### src/rtl/shared_data_tx_sched_m_if.sv
// rtl/shared_data_tx_sched_m_if.sv - req/ack/done handshake between the tx scheduler and the stream generator
interface shared_data_tx_sched_m_if #(
    parameter int SEG_AW = 3
);
    logic              tx_req;
    logic [SEG_AW-1:0] tx_seg;
    logic              tx_ack;
    logic              tx_done;

    modport master (output tx_req, output tx_seg, input tx_ack, input tx_done);
    modport slave  (input tx_req, input tx_seg, output tx_ack, output tx_done);
endinterface

### src/rtl/shared_data_tx_sched_m.sv
// rtl/shared_data_tx_sched_m.sv - round-robin dirty-segment scheduler for the shared-data stream generator
module shared_data_tx_sched_m #(
    parameter int SEG_COUNT      = 8,
    parameter int SEG_AW         = $clog2(SEG_COUNT),
    parameter int REFRESH_PERIOD = 1000000,
    parameter int TIMEOUT        = 4096
) (
    input  logic                     clk,
    input  logic                     rst,
    input  logic                     seg_wr_valid,
    input  logic [SEG_AW-1:0]        seg_wr_idx,
    input  logic                     refresh_ena,
    shared_data_tx_sched_m_if.master tx,
    output logic                     busy,
    output logic [SEG_COUNT-1:0]     dirty,
    output logic [15:0]              coalesce_cnt,
    output logic [15:0]              timeout_cnt
);
    localparam int RW = $clog2(REFRESH_PERIOD);
    localparam int TW = $clog2(TIMEOUT);

    localparam logic [1:0] ST_IDLE = 2'd0;
    localparam logic [1:0] ST_REQ  = 2'd1;
    localparam logic [1:0] ST_WAIT = 2'd2;

    logic [1:0]           state;
    logic [SEG_AW-1:0]    ptr;
    logic [SEG_AW-1:0]    seg;
    logic [SEG_AW-1:0]    cand;
    logic [SEG_AW-1:0]    ptr_next;
    logic [SEG_AW:0]      scan;
    logic                 found;
    logic [RW-1:0]        refresh_cnt;
    logic                 refresh_fire;
    logic [TW-1:0]        to_cnt;
    logic                 to_expire;
    logic                 wr_hit;
    logic [SEG_COUNT-1:0] dirty_set;
    logic [SEG_COUNT-1:0] dirty_clr;

    assign tx.tx_req = (state == ST_REQ);
    assign tx.tx_seg = seg;
    assign busy      = (state != ST_IDLE);

    assign refresh_fire = refresh_ena && (refresh_cnt == RW'(REFRESH_PERIOD - 1));
    assign to_expire    = (to_cnt == TW'(TIMEOUT - 1));
    assign ptr_next     = (seg == SEG_AW'(SEG_COUNT - 1)) ? '0 : seg + SEG_AW'(1);

    // First dirty segment at or after ptr, wrapping past the last segment.
    always_comb begin
        cand  = '0;
        found = 1'b0;
        scan  = '0;
        for (int i = 0; i < SEG_COUNT; i++) begin
            scan = {1'b0, ptr} + (SEG_AW+1)'(i);
            if (scan >= (SEG_AW+1)'(SEG_COUNT))
                scan = scan - (SEG_AW+1)'(SEG_COUNT);
            if (!found && dirty[scan[SEG_AW-1:0]]) begin
                cand  = scan[SEG_AW-1:0];
                found = 1'b1;
            end
        end
    end

    // Sets are applied after the pick-clear so a same-cycle write or refresh keeps the bit.
    always_comb begin
        wr_hit    = seg_wr_valid && ({1'b0, seg_wr_idx} < (SEG_AW+1)'(SEG_COUNT));
        dirty_set = '0;
        if (wr_hit)
            dirty_set[seg_wr_idx] = 1'b1;
        if (refresh_fire)
            dirty_set = '1;
        if (state == ST_WAIT && !tx.tx_done && to_expire)
            dirty_set[seg] = 1'b1;
        dirty_clr = '0;
        if (state == ST_IDLE && found)
            dirty_clr[cand] = 1'b1;
    end

    always_ff @(posedge clk) begin
        if (rst) begin
            state        <= ST_IDLE;
            ptr          <= '0;
            seg          <= '0;
            refresh_cnt  <= '0;
            to_cnt       <= '0;
            dirty        <= '0;
            coalesce_cnt <= '0;
            timeout_cnt  <= '0;
        end else begin
            dirty <= (dirty & ~dirty_clr) | dirty_set;

            if (wr_hit && dirty[seg_wr_idx] && coalesce_cnt != 16'hFFFF)
                coalesce_cnt <= coalesce_cnt + 16'd1;

            if (!refresh_ena || refresh_fire)
                refresh_cnt <= '0;
            else
                refresh_cnt <= refresh_cnt + RW'(1);

            case (state)
                ST_IDLE: begin
                    if (found) begin
                        seg   <= cand;
                        state <= ST_REQ;
                    end
                end
                ST_REQ: begin
                    if (tx.tx_ack) begin
                        to_cnt <= '0;
                        state  <= ST_WAIT;
                    end
                end
                ST_WAIT: begin
                    to_cnt <= to_cnt + TW'(1);
                    if (tx.tx_done) begin
                        ptr   <= ptr_next;
                        state <= ST_IDLE;
                    end else if (to_expire) begin
                        if (timeout_cnt != 16'hFFFF)
                            timeout_cnt <= timeout_cnt + 16'd1;
                        ptr   <= ptr_next;
                        state <= ST_IDLE;
                    end
                end
                default: state <= ST_IDLE;
            endcase
        end
    end
endmodule
### src/flat_wrapper.sv
// flat-port wrapper written by rule: the top's interface ports become plain ports
module shared_data_tx_sched_m_flat 
#(
    parameter int SEG_COUNT      = 8,
    parameter int SEG_AW         = $clog2(SEG_COUNT),
    parameter int REFRESH_PERIOD = 1000000,
    parameter int TIMEOUT        = 4096
)
  (clk, rst, seg_wr_valid, seg_wr_idx, refresh_ena, busy, dirty, coalesce_cnt, timeout_cnt, tx_tx_req, tx_tx_seg, tx_tx_ack, tx_tx_done);
  shared_data_tx_sched_m_if #(.SEG_AW(SEG_AW)) tx_i ();
  input  logic clk;
  input  logic rst;
  input  logic seg_wr_valid;
  input  logic [SEG_AW-1:0] seg_wr_idx;
  input  logic refresh_ena;
  output logic busy;
  output logic [SEG_COUNT-1:0] dirty;
  output logic [15:0] coalesce_cnt;
  output logic [15:0] timeout_cnt;
  output wire logic [$bits(tx_i.tx_req)-1:0] tx_tx_req;
  output wire logic [$bits(tx_i.tx_seg)-1:0] tx_tx_seg;
  input wire logic [$bits(tx_i.tx_ack)-1:0] tx_tx_ack;
  input wire logic [$bits(tx_i.tx_done)-1:0] tx_tx_done;
  assign tx_tx_req = tx_i.tx_req;
  assign tx_tx_seg = tx_i.tx_seg;
  assign tx_i.tx_ack = tx_tx_ack;
  assign tx_i.tx_done = tx_tx_done;
  shared_data_tx_sched_m #(.SEG_COUNT(SEG_COUNT), .SEG_AW(SEG_AW), .REFRESH_PERIOD(REFRESH_PERIOD), .TIMEOUT(TIMEOUT)) u_core (.clk(clk), .rst(rst), .seg_wr_valid(seg_wr_valid), .seg_wr_idx(seg_wr_idx), .refresh_ena(refresh_ena), .tx(tx_i), .busy(busy), .dirty(dirty), .coalesce_cnt(coalesce_cnt), .timeout_cnt(timeout_cnt));
endmodule
### config.mk
export PLATFORM = sky130hd
export DESIGN_NAME = shared_data_tx_sched_m_flat
export DESIGN_NICKNAME = d
export VERILOG_FILES = /design/src/rtl/shared_data_tx_sched_m_if.sv /design/src/rtl/shared_data_tx_sched_m.sv /design/src/flat_wrapper.sv
export SDC_FILE = /design/constraint.sdc
export NUM_CORES = 1
export LEC_CHECK = 0
export ABC_CLOCK_PERIOD_IN_PS = 3920
export CAP_MARGIN = 20
export CELL_PAD_IN_SITES_DETAIL_PLACEMENT = 1
export CELL_PAD_IN_SITES_GLOBAL_PLACEMENT = 1
export CORE_MARGIN = 2
export CORE_UTILIZATION = 43
export CTS_CLUSTER_SIZE = 30
export DETAILED_ROUTE_END_ITERATION = 12
export GPL_ROUTABILITY_DRIVEN = 0
export PLACE_DENSITY_LB_ADDON = 0.1
export SETUP_SLACK_MARGIN = 0.05
export SYNTH_ARGS = -nofsm -noshare
export SYNTH_HDL_FRONTEND = slang
export SYNTH_SLANG_ARGS = --single-unit
### constraint.sdc
create_clock -name clk -period 3.92 [get_ports clk]
set_clock_uncertainty 0.05 [all_clocks]
set_input_delay 0.784 -clock clk [delete_from_list [all_inputs] [get_ports clk]]
set_output_delay 0.784 -clock clk [all_outputs]
set_load 0.005 [all_outputs]
==> out/metrics.yaml, run 1 <==
status: "finished, final reports clean"
total_leakage_power_nw: 1.91
numCtsBuffers: 9
antennaDiodeCount: 0
seq_power_share: 0.510
start_util: 0.440
die_area_um2: 12000
maxCapViolCount: 0
peakVddDrop_uv: 207
grt_pass1_wl_um: 20700
portBuffers: 53
synth.cell_area_um2: 4770
clk_pin_slew_ns: 0.09
power_switching_w: 0.000476
wirelength_um: 12600
cts_setup_buffers: 0
place_hpwl_um: 9230
synth_edf_count: 0
critPathArrivalTime_ns: 3.77
drtPass1Iterations: 4
mostFrequentLayoutCells: "nor2_1, dfxtp_1, clkdlybuf4s50_1, nand2_1, nand3_1"
power_density_nw_per_um2: 301
critPathCaptureType: "flop"
power_w: 0.00167
fill_cells: 1304
htreeDepth: 3
ys_warn_count: 0
drt_iter0_drc: 146
antenna_found_initial: 0
p_comb_frac: 0.144
p_clk_frac: 0.346
synth.distinct_cells: 64
ys_seq_area_frac: 0.336
track_usage: 0.220
hold_class: "reg2reg"
postSynthCellCount: 544
grt_overflow: 0
grt_max_degree: 62
worstPathRequired_ns: 4.12
setup_viol: 0
fin_nets: 605
path_max_fanout: 11
area_growth_pct: 16.4
cts.sinks: 80
min_period_over_period: 0.911
ctsResizeCount: 0
dieWidth_um: 109
fmax_mhz: 280
synth_area_per_cell_um2: 8.77
vias_per_cell: 5.81
ioPinCount: 54
drv_slew: 0
grt_pass1_vias: 4333
die_y_um: 109
reg2reg_slack_ns: 0.35
async_reset_ff_frac: 0
wl_per_cell_um: 17.3
clock_latency_ns: 0.37
final_common_cell: "nor2_1"
num_vias: 4259
tritoncts: "yes"
crit_type: "reg2reg"
hold_viol: 0
hold_buffers: 0
cp-start-kind: "flop"
internal-power_w: 0.00120
drc: 0
ant_nets: 0
syn-num-nets: 561
rsz0062_at_grt: "false"
tns_ns: 0
ys_ff_latch: 80
max_slew_margin: 0.389
design.core.area_um2: 10800
num_rows: 38
max_slew.worst_pin.slew_ns: 0.904
finalCriticalPeriod_ns: 3.57
synth_flop_cell: "dfxtp_1"
drive_gt1_frac: 0.0860
clock_path_buffers: 2
netSwitchingFraction: 0.285
cts-root-buf: "clkbuf_8"
## sequential cells by signal, indices dropped and copies added (netlist names)
signal,flops
u_core.coalesce_cnt,16
u_core.to_cnt,12
u_core.state,2
u_core.timeout_cnt,16
u_core.refresh_cnt,20
u_core.ptr,3
u_core.tx.tx_seg,3
u_core.dirty,8
## power by group through the flow
stage / registers, W / clock network (W) / logic (W)
floorplan: 0.000860 / 0 / 0.000173
global placement: 0.000870 / 0 / 0.000232
detailed placement: 0.000871 / 0 / 0.000240
CTS: 0.000852 / 0.000593 / 0.000241
global route: 0.000856 / 0.000628 / 0.000263
finish: 0.000853 / 0.000578 / 0.000242
## final timing paths
check,startpoint,endpoint,cells after the start
max,u_core.ptr[0]$_SDFFE_PP0P_,u_core.dirty[4]$_SDFF_PP0_,9
max reg2reg,u_core.ptr[0]$_SDFFE_PP0P_,u_core.dirty[4]$_SDFF_PP0_,9
min,u_core.refresh_cnt[0]$_SDFF_PP0_,u_core.refresh_cnt[0]$_SDFF_PP0_,1
min reg2reg,u_core.refresh_cnt[0]$_SDFF_PP0_,u_core.refresh_cnt[0]$_SDFF_PP0_,1
## critical path, cell delays in order (launching register included)
cell,delay (ns)
dfxtp_1,0.34
inv_1,0.08
ha_1,0.59
mux4_1,0.62
mux2i_1,0.24
a32oi_1,0.19
nor3b_2,0.35
a31o_1,0.50
nor2_2,0.15
a311oi_1,0.33
## layer usage
metal / part of all wire / up-vias / GRT usage
li1: - / 2068 / -
met1: 0.46 / 2115 / 0.281
met2: 0.50 / 52 / 0.366
met3: 0.019 / 24 / 0.0445
met4: 0.022 / 0 / 0.0850
met5: 0 / - / 0
## metrics by stage
stage	setup WS [ns]	util	cell area, um2	hold slack (ns)	cells
after global placement	0.503	0.496	5370	0.396	717
after global routing	0.160	0.512	5550	0.460	733
after CTS	0.420	0.512	5550	0.419	733
final	0.350	0.512	5550	0.421	733
after detailed placement	0.428	0.496	5370	0.400	717
after floorplan	0.663	-	4770	0.380	544
## cells by family (layout without fill, tap and decap cells)
kind of cell | Yosys count | in the layout | share of synthesized area
simple gates | 253 | 253 | 0.268
compound gates | 80 | 80 | 0.120
flops | 80 | 80 | 0.336
xor+xnor | 49 | 49 | 0.0900
buf+inv | 38 | 87 | 0.0378
mux | 36 | 36 | 0.127
fa+ha+maj | 8 | 8 | 0.0210
## cell usage after synthesis, types with 6 or more instances
cell | count | share of area
a21oi_1 | 23 | 0.024
and3_1 | 15 | 0.020
and4_1 | 7 | 0.013
clkbuf_1 | 16 | 0.013
dfxtp_1 | 80 | 0.34
ha_1 | 8 | 0.021
inv_1 | 14 | 0.011
mux2i_1 | 12 | 0.025
mux4_2 | 16 | 0.076
nand2_1 | 46 | 0.036
nand3_1 | 35 | 0.037
nand3b_1 | 6 | 0.0094
nand4_1 | 10 | 0.013
nor2_1 | 85 | 0.067
nor2b_1 | 8 | 0.010
nor3_1 | 8 | 0.0084
o21ai_0 | 8 | 0.0084
or3_1 | 6 | 0.0079
xnor2_1 | 19 | 0.035
xor2_1 | 30 | 0.055
## layout make-up
cell class / count / area [um2] / area share
Timing Repair Buffer: 57 / 556 / 0.100
Multi-Input combinational cell: 426 / 2990 / 0.538
Clock buffer: 12 / 155 / 0.0279
Tap cell: 140 / 175 / 0.0315
Clock inverter: 4 / 26.3 / 0.00473
Sequential cell: 80 / 1600 / 0.288
Inverter: 14 / 52.6 / 0.00946
Power figures use the tool's default switching activity.
==> run 2, diff against run 1 <==
--- a/config.mk
+++ b/config.mk
@@ -6,7 +6,7 @@
 export NUM_CORES = 1
 export LEC_CHECK = 0
 export ABC_CLOCK_PERIOD_IN_PS = 3920
-export CAP_MARGIN = 20
+export CAP_MARGIN = 10
 export CELL_PAD_IN_SITES_DETAIL_PLACEMENT = 1
 export CELL_PAD_IN_SITES_GLOBAL_PLACEMENT = 1
 export CORE_MARGIN = 2
==> results of run 2 <==
Final layout, timing and power as in run 1 (identical DEF).
